<file path="src/rtl/store_buffer.sv">
// store_buffer: posted-write FIFO between the memory handler and the data
// memory port. Stores are queued (with coalescing into the youngest entry)
// and drained in order; loads bypass the buffer unless they hit a pending
// store, in which case they wait for that store to drain.
// Optional macro STORE_BUFFER_FWD_EN: serve a load from the youngest matching
// entry when that entry has all four byte enables set.
module store_buffer #(
    parameter int DEPTH  = 4,
    parameter int ADDR_W = 32
) (
    input  logic              clk,
    input  logic              rst,
    input  logic [ADDR_W-1:0] cpu_addr,
    input  logic [31:0]       cpu_wdata,
    input  logic [3:0]        cpu_we,
    input  logic              cpu_re,
    output logic [31:0]       cpu_rdata,
    output logic              cpu_stall,
    output logic              mem_req,
    output logic [ADDR_W-1:0] mem_addr,
    output logic [31:0]       mem_wdata,
    output logic [3:0]        mem_we,
    input  logic [31:0]       mem_rdata,
    input  logic              mem_ready,
    output logic              sb_empty
);

    localparam int PW = $clog2(DEPTH);
    localparam int AW = ADDR_W - 2;

    typedef enum logic [1:0] {IDLE, WR_WAIT, RD_WAIT} state_t;

    state_t            state, state_nxt;
    logic [AW-1:0]     e_addr [DEPTH];
    logic [31:0]       e_data [DEPTH];
    logic [3:0]        e_be   [DEPTH];
    logic [DEPTH-1:0]  e_valid;
    logic [PW-1:0]     head, tail, youngest;
    logic [PW:0]       count;

    logic [AW-1:0]     req_word;
    logic [ADDR_W-1:0] req_addr;
    logic              is_store, hit, fwd, coalesce, st_full, push, pop, ld_stall;
    logic [31:0]       fwd_data;

    assign req_word = cpu_addr[ADDR_W-1:2];
    assign req_addr = cpu_addr & ~ADDR_W'(3);
    assign youngest = tail - 1'b1;
    assign is_store = (cpu_we != 4'b0000);
    assign coalesce = is_store && (count >= (PW+1)'(2)) && e_valid[youngest]
                      && (e_addr[youngest] == req_word);
    assign st_full  = is_store && !coalesce && (count == (PW+1)'(DEPTH));
    assign push     = is_store && !coalesce && !st_full && !rst;
    assign sb_empty = (count == '0) && (state != WR_WAIT);

`ifdef STORE_BUFFER_FWD_EN
    logic [PW-1:0] fwd_idx;
`endif

    // Hit detection: walk entries oldest to youngest so the last match is the youngest
    always_comb begin
        logic [PW-1:0] idx;
        hit = 1'b0;
`ifdef STORE_BUFFER_FWD_EN
        fwd_idx = '0;
`endif
        for (int unsigned k = 0; k < DEPTH; k++) begin
            idx = head + PW'(k);
            if (e_valid[idx] && (e_addr[idx] == req_word)) begin
                hit = 1'b1;
`ifdef STORE_BUFFER_FWD_EN
                fwd_idx = idx;
`endif
            end
        end
    end

`ifdef STORE_BUFFER_FWD_EN
    assign fwd      = cpu_re && hit && (e_be[fwd_idx] == 4'b1111);
    assign fwd_data = e_data[fwd_idx];
`else
    assign fwd      = 1'b0;
    assign fwd_data = '0;
`endif

    // Port FSM state register
    always_ff @(posedge clk or posedge rst) begin
        if (rst) state <= IDLE;
        else     state <= state_nxt;
    end

    // Port arbitration, memory request outputs, load response and next state
    always_comb begin
        state_nxt = state;
        mem_req   = 1'b0;
        mem_addr  = '0;
        mem_wdata = '0;
        mem_we    = '0;
        cpu_rdata = '0;
        ld_stall  = 1'b0;
        pop       = 1'b0;
        case (state)
            IDLE: begin
                if (cpu_re && !hit) begin
                    mem_req  = 1'b1;
                    mem_addr = req_addr;
                    if (mem_ready) cpu_rdata = mem_rdata;
                    else begin
                        ld_stall  = 1'b1;
                        state_nxt = RD_WAIT;
                    end
                end else begin
                    if (count != '0) begin
                        mem_req   = 1'b1;
                        mem_addr  = {e_addr[head], 2'b00};
                        mem_wdata = e_data[head];
                        mem_we    = e_be[head];
                        if (mem_ready) pop = 1'b1;
                        else           state_nxt = WR_WAIT;
                    end
                    ld_stall = cpu_re && !fwd;
                    if (fwd) cpu_rdata = fwd_data;
                end
            end
            WR_WAIT: begin
                mem_req   = 1'b1;
                mem_addr  = {e_addr[head], 2'b00};
                mem_wdata = e_data[head];
                mem_we    = e_be[head];
                if (mem_ready) begin
                    pop       = 1'b1;
                    state_nxt = IDLE;
                end
                ld_stall = cpu_re && !fwd;
                if (fwd) cpu_rdata = fwd_data;
            end
            RD_WAIT: begin
                mem_req  = 1'b1;
                mem_addr = req_addr;
                if (mem_ready) begin
                    cpu_rdata = mem_rdata;
                    state_nxt = IDLE;
                end else begin
                    ld_stall = 1'b1;
                end
            end
            default: state_nxt = IDLE;
        endcase
        cpu_stall = ld_stall || st_full;
        // reset is asynchronous, so the port must go quiet in the same instant
        if (rst) begin
            mem_req   = 1'b0;
            mem_addr  = '0;
            mem_wdata = '0;
            mem_we    = '0;
            cpu_rdata = '0;
            cpu_stall = 1'b0;
            pop       = 1'b0;
        end
    end

    // Entry storage, pointers and occupancy
    always_ff @(posedge clk or posedge rst) begin
        if (rst) begin
            e_valid <= '0;
            head    <= '0;
            tail    <= '0;
            count   <= '0;
            for (int unsigned i = 0; i < DEPTH; i++) begin
                e_addr[i] <= '0;
                e_data[i] <= '0;
                e_be[i]   <= '0;
            end
        end else begin
            if (pop) begin
                e_valid[head] <= 1'b0;
                head          <= head + 1'b1;
            end
            if (push) begin
                e_valid[tail] <= 1'b1;
                e_addr[tail]  <= req_word;
                e_data[tail]  <= cpu_wdata;
                e_be[tail]    <= cpu_we;
                tail          <= tail + 1'b1;
            end
            if (coalesce) begin
                for (int unsigned b = 0; b < 4; b++)
                    if (cpu_we[b]) e_data[youngest][8*b +: 8] <= cpu_wdata[8*b +: 8];
                e_be[youngest] <= e_be[youngest] | cpu_we;
            end
            if (push && !pop)      count <= count + 1'b1;
            else if (pop && !push) count <= count - 1'b1;
        end
    end

endmodule

</file>
<file path="config.mk">
export PLATFORM = sky130hd
export DESIGN_NAME = store_buffer
export DESIGN_NICKNAME = d
export VERILOG_FILES = /design/src/rtl/store_buffer.sv
export SDC_FILE = /design/constraint.sdc
export NUM_CORES = 1
export LEC_CHECK = 0
export CAP_MARGIN = 20
export CORE_ASPECT_RATIO = 0.5
export CORE_UTILIZATION = 39
export CTS_BUF_LIST = sky130_fd_sc_hd__clkbuf_16
export CTS_CLUSTER_SIZE = 14
export DETAILED_ROUTE_END_ITERATION = 10
export GPL_ROUTABILITY_DRIVEN = 0
export GPL_TIMING_DRIVEN = 1
export PLACE_DENSITY = 0.68
export SLEW_MARGIN = 10
export SYNTH_ARGS = -nofsm -noshare
export SYNTH_HDL_FRONTEND = slang
export SYNTH_SLANG_ARGS = --single-unit
</file>
<file path="constraint.sdc">
create_clock -name clk -period 16.4 [get_ports clk]
set_input_delay 3.28 -clock clk [delete_from_list [all_inputs] [get_ports clk]]
set_output_delay 3.28 -clock clk [all_outputs]
set_load 0.005 [all_outputs]
</file>
**After elaboration in Yosys (flattened, before gate mapping)**

Cells that the tools add are included.

- Logic and storage cells: 213
- Bits of input ports: 104
- Output and inout port bits: 103
- Register bits: 277

- Reductions and logical operators: 33
- Add/sub/neg operators: 7
- Magnitude comparators: 17
- Bitwise operators: 10
- Muxes and demuxes: 116
- Equality and inequality tests: 13

Operators by type and width:

| kind | number |
|---|---|
| 128-bit two-way mux | 9 |
| 128-bit bitwise mux | 5 |
| 32-bit two-way mux | 13 |
| 30-bit two-way mux | 11 |
| 32-bit demux with 2-bit select | 5 |
| 30-bit binary-select mux with 2-bit select | 5 |
| 30-bit equality test | 5 |
| 32-bit case mux with 2 select lines | 2 |
| 120-bit bitwise mux | 1 |
| 32-bit case mux with 3 select lines | 1 |
| 32-bit binary-select mux with 2-bit select | 1 |
| 30-bit demux with 2-bit select | 1 |
| 16-bit two-way mux | 3 |
| 4-bit two-way mux | 11 |
| 16-bit bitwise mux | 2 |
| 24-bit two-way mux | 1 |
| 1-bit two-way mux | 21 |
| 1-bit logical AND | 19 |
| 3-bit >= comparator, second input constant | 6 |
| 2-bit by 3-bit < comparator with 1-bit output, second input constant | 6 |
| 2-bit inverter with 3-bit output | 6 |
| 4-bit binary-select mux with 2-bit select | 2 |
| 4-bit demux with 2-bit select | 2 |
| 1-bit binary-select mux with 2-bit select | 5 |
| 33 further kinds | 53 |

**Longest topological paths before layout**

- Depth after elaboration: 26
- Mapped depth: 25
- Mapped depth without buffers: 16

**Worst setup path before layout**

OpenSTA, ideal clock, no wires.

- Path type: input to output
- Start point: input port rst
- End point: output port mem_wdata[10]
- Path buffers: 1
- Required time: 13.120 ns
- Arrival time: 10.493 ns
- Stages: 4
- Setup slack: 2.627 ns
- Cells stage by stage: inv_1 a22oi_2 clkbuf_1 nor2b_1

- Word-level cells in the longest chain between the ends: 1

RTL lines:

| item | line | RTL |
|---|---|---|
| from (decl) | 12 | `input logic rst,` |
| 32-bit two-way mux | 151 | `if (rst) begin` |
| to (decl) | 21 | `output logic [31:0] mem_wdata,` |

No other way between the ends.

**Final worst setup path**

- Start point: input port cpu_addr[4]
- End point: output port mem_addr[3]

- Word-level cells in the longest chain between the ends: 11
- Elaborated cells on any way between the ends: 17
- Classes of those cells: eq/ne: 4; mux: 7; reduce/logical: 6

RTL lines:

| item | line | RTL |
|---|---|---|
| from (decl) | 13 | `input logic [ADDR_W-1:0] cpu_addr,` |
| 30-bit equality test | 69 | `if (e_valid[idx] && (e_addr[idx] == req_word)) begin` |
| 1-bit logical AND | 69 |  |
| 1-bit two-way mux (3 in a row) | 69 |  |
| 1-bit two-way mux (*) | 69 |  |
| 1-bit zero test (*) | 104 | `if (cpu_re && !hit) begin` |
| 1-bit logical AND (*) | 104 |  |
| 32-bit two-way mux (*) | 104 |  |
| 32-bit case mux with 3 select lines (*) | 102 | `case (state)` |
| 32-bit two-way mux (*) | 151 |  |
| to (decl) | 20 | `output logic [ADDR_W-1:0] mem_addr,` |

Every way passes the cells marked *; elsewhere a longest branch is shown, timed or not.

==> results.sh <==
export IMPL_holdBufCountCts=0
export IMPL_placed_cell_area_mm2=0.0218
export IMPL_fillCellCount=4393
export IMPL_final_antenna_net_count=0
export IMPL_end_kind="output pin"
export IMPL_setup_viol=0
export IMPL_skew_ns=0.0181
export IMPL_synth_seq_cells=277
export IMPL_cts_root_buf="clkbuf_16"
export IMPL_critPathMostFrequentCell="clkdlybuf4s50_1"
export IMPL_drc_errors=0
export IMPL_die_w_um=319
export IMPL_fin_crit_sh_pct=68.1
export IMPL_cp_cell_sequence="clkdlybuf4s50_1 -> o22ai_1 -> nor4_1 -> a31oi_1 -> or3b_2 -> o41a_1 -> nand3_2 -> a31o_2 -> a32o_1 -> clkdlybuf4s50_1"
export IMPL_fin_tns_setup_ns=0
export IMPL_peakVddDrop_uv=167
export IMPL_grtUsageTotal_pct=22.0
export IMPL_final_cell_area_mm2=0.0227
export IMPL_leakagePower_nw=8.66
export IMPL_cp_max_fo=34
export IMPL_grt_overflow=0
export IMPL_synth_compound_area_share_pct=8.73
export IMPL_grt_use_met3_pct=3.71
export IMPL_drive_gt1_share_pct=27.6
export IMPL_synth_top_cell_by_area="dfrtp_1"
export IMPL_synth_top_family_by_area="multiplexers"
export IMPL_clockBufferDepth=3
export IMPL_p_comb_share_pct=62.1
export IMPL_cts_max_level=1
export IMPL_synth_area_top_cells="dfrtp_1 (35%), mux4_2 (18%), mux2_2 (12%)"
export IMPL_required_ns=13.12
export IMPL_port_buffers=202
export IMPL_p_sw_mw=2.31
export IMPL_synthXorXnorAreaFrac_pct=6.00
export IMPL_power_frac_seq_pct=26.3
export IMPL_slew_viol_final=0
export IMPL_period_minus_slack_ns=11.17
export IMPL_wirelength_mm=56.8
export IMPL_row_count=57
export IMPL_yosys_warnings=0
export IMPL_rsz0062_at_grt="no"
export IMPL_hold_violations=0
export IMPL_grt_use_met1_pct=30.4
export IMPL_netlist_area_mm2=0.0195
export IMPL_path_class="in -> out"
export IMPL_grt_busiest_layer="met2"
export IMPL_clk_latency_ns=0.58
export IMPL_cts_sink_count=277
export IMPL_dr_pass1_iters=6
export IMPL_p_int_mw=3.14
export IMPL_met2_usage_pct=35.2
export IMPL_grt_pass1_vias=14300
export IMPL_synth_cells=1582
export IMPL_crit_slowest_cell="clkdlybuf4s50_1"
export IMPL_cap_violations=0
export IMPL_relSlewSlack_pct=35.5
export IMPL_final_net_count=1814
export IMPL_yosys_area_share_simple_pct=8.47
export IMPL_dieArea_mm2=0.0511
export IMPL_dp_hpwl_mm=38.4
export IMPL_cts_resized=0
export IMPL_areaGrowthSynthToFinish_pct=16.4
export IMPL_grt_pass1_wl_mm=88.0
export IMPL_synth_async_sr_flop_share_pct=100
export IMPL_initialDrtViolationCount=1440
export IMPL_die_h_um=160
export IMPL_synthAdderAreaFrac_pct=0.935
export IMPL_avgSynthCellArea_um2=12.4
export IMPL_max_stage_delay_ns=0.89
export IMPL_vias=14500
export IMPL_path_clk_slew_ns=0.06
export IMPL_synth_top_flop_cell="dfrtp_1"
export IMPL_initial_utilization_pct=39.9
export IMPL_cts_tree="yes"
export IMPL_p_sw_share_pct=42.4
export IMPL_fmax_mhz=89.6
export IMPL_muxShareOfSynthArea_pct=36.1
export IMPL_regArea_mm2=0.00694
export IMPL_startpoint_type="input port"
export IMPL_via_per_inst=6.15
export IMPL_synth_cell_type_count=78
export IMPL_core_mm2=0.0490
export IMPL_hold_class="reg -> reg"
export IMPL_reg2reg_slack_ns=10.01
export IMPL_cts_made_buffers=28
export IMPL_worstMarginPinSlew_ns=0.967
export IMPL_cellPowerDensity_mw_per_mm2=240
export IMPL_wl_per_cell_um=24.0
export IMPL_synth_edff_count=0
export IMPL_critical_path_arrival_ns=7.89
export IMPL_io_pins=207
export IMPL_ys_seq_area_share_pct=35.5
export IMPL_pwr_share_clk_pct=11.6
export IMPL_multiInputGateArea_mm2=0.0118
export IMPL_synth_top_area_share_pct=35.5
export IMPL_antenna_found_initial=1
export IMPL_grt_max_degree=136
export IMPL_post_cts_setup_buffers=0
export IMPL_status="completed"
[state kept, by name, summed over array words and instances (netlist names)]
register / count
head: 2
state: 2
e_be: 16
tail: 2
e_addr: 120
e_data: 128
count: 3
e_valid: 4
[final cells by class]
type | instances | area share, %
timing repair buffer | 221 | 9.60
clock buffer | 28 | 3.08
antenna | 1 | 0.0110
clock inverter | 22 | 0.820
multi-input combinational | 1142 | 51.9
tap | 649 | 3.57
sequential | 277 | 30.5
inverter | 26 | 0.462
[cell usage in the layout, fill, tap and decap left out, types with 6 or more instances in the layout]
cell type / count
o21ai_4: 7
a2bb2oi_1: 19
and3_1: 33
nor3b_1: 7
mux4_2: 158
nor3_1: 10
mux2_1: 13
xor2_1: 12
o21ai_2: 9
inv_1: 23
o211ai_1: 6
clkinv_1: 8
nand2b_1: 16
nor4_1: 11
mux2_2: 212
a221oi_1: 8
nor2_1: 14
nand2_1: 74
a21oi_1: 21
nor2b_1: 37
o2111ai_1: 6
o21ai_0: 64
clkbuf_16: 28
a32o_1: 30
dfrtp_1: 274
o22ai_1: 7
xnor2_1: 122
and2_1: 7
mux2i_1: 84
nand3_1: 17
nand4_1: 43
clkdlybuf4s50_1: 202
a41oi_1: 6
ha_1: 11
buf_4: 18
[per-layer routing]
metal	routed length, µm	vias to the layer above
met1	23400	7535
met5	0	-
met2	27100	574
met4	2150	0
met3	4150	133
li1	-	6307
[kinds of logic after synthesis]
logic type / count (synthesis)
adders and majority gates: 14
xor gates and xnor gates: 134
buffers and inverters: 164
other: 1
and+or+nand+nor: 297
muxes: 472
AOI/OAI and AO/OA: 223
DFF: 277
[synth_stat cells, types with 5 or more instances]
library cell	instances
buf_1	14
mux2_1	13
nand2b_1	16
a41oi_1	6
nor4_1	11
inv_1	21
mux2i_1	84
a21oi_1	21
o21ai_2	9
a32o_1	30
o22ai_1	7
nor2b_1	38
a221oi_1	8
o21ai_4	7
buf_4	9
mux2_2	212
buf_2	41
nor3b_1	7
buf_6	17
o21ai_0	64
ha_1	13
nand2_1	74
nor3_1	10
mux4_2	158
and2_1	7
a2bb2oi_1	19
a31oi_1	5
xor2_1	12
clkbuf_1	57
nor2_1	15
xnor2_1	122
nand4_1	43
dfrtp_1	277
o2111ai_1	6
mux4_1	5
a211oi_1	5
nand3_1	17
o211ai_1	6
and3_1	33
[path summary, 6_finish.rpt]
path | startpoint | to | cells past startpoint
worst max-delay path | cpu_addr[4] | mem_addr[3] | 10
worst min-delay path | e_data[51]$_DFF_PP0_ | e_data[51]$_DFF_PP0_ | 1
worst max register to register | head[0]$_DFFE_PP0N_ | count[1]$_DFFE_PP0P_ | 14
worst min register to register | e_data[51]$_DFF_PP0_ | e_data[51]$_DFF_PP0_ | 1
max in group asynchronous | rst | e_addr[90]$_DFFE_PP0P_ | 3
min in group asynchronous | rst | state[1]$_DFFE_PP0P_ | 2
[power groups by stage]
stage	registers (mW)	clock network, mW	logic [mW]
6_report	1.43	0.630	3.38
5_1_grt	1.50	0.671	3.57
4_1_cts	1.43	0.646	3.35
3_5_place_dp	1.44	0	3.33
3_3_place_gp	1.41	0	3.31
2_1_floorplan	1.26	0	2.57
[stage by stage]
stage          setup WS [ns]  hold WS (ns)  utilization [%]  instances  power [mW]
4_1_cts                 5.36         0.487             46.4       2364        5.43
3_5_place_dp            5.37         0.472             44.5       2314        4.77
5_1_grt                 5.16         0.507             46.4       2365        5.74
3_3_place_gp            5.33         0.465             44.5       2314        4.72
2_1_floorplan           2.63         0.452                -       1583        3.83
6_report                5.23         0.481             46.4       2366        5.45
[critical path: cells and delay by family]
family                 cells  cell delay (ns)
and+or+nand+nor            3             1.10
buffers and inverters      2             1.42
AOI/OAI and AO/OA          5             2.04
No activity file was read; power rests on OpenSTA's default activity.
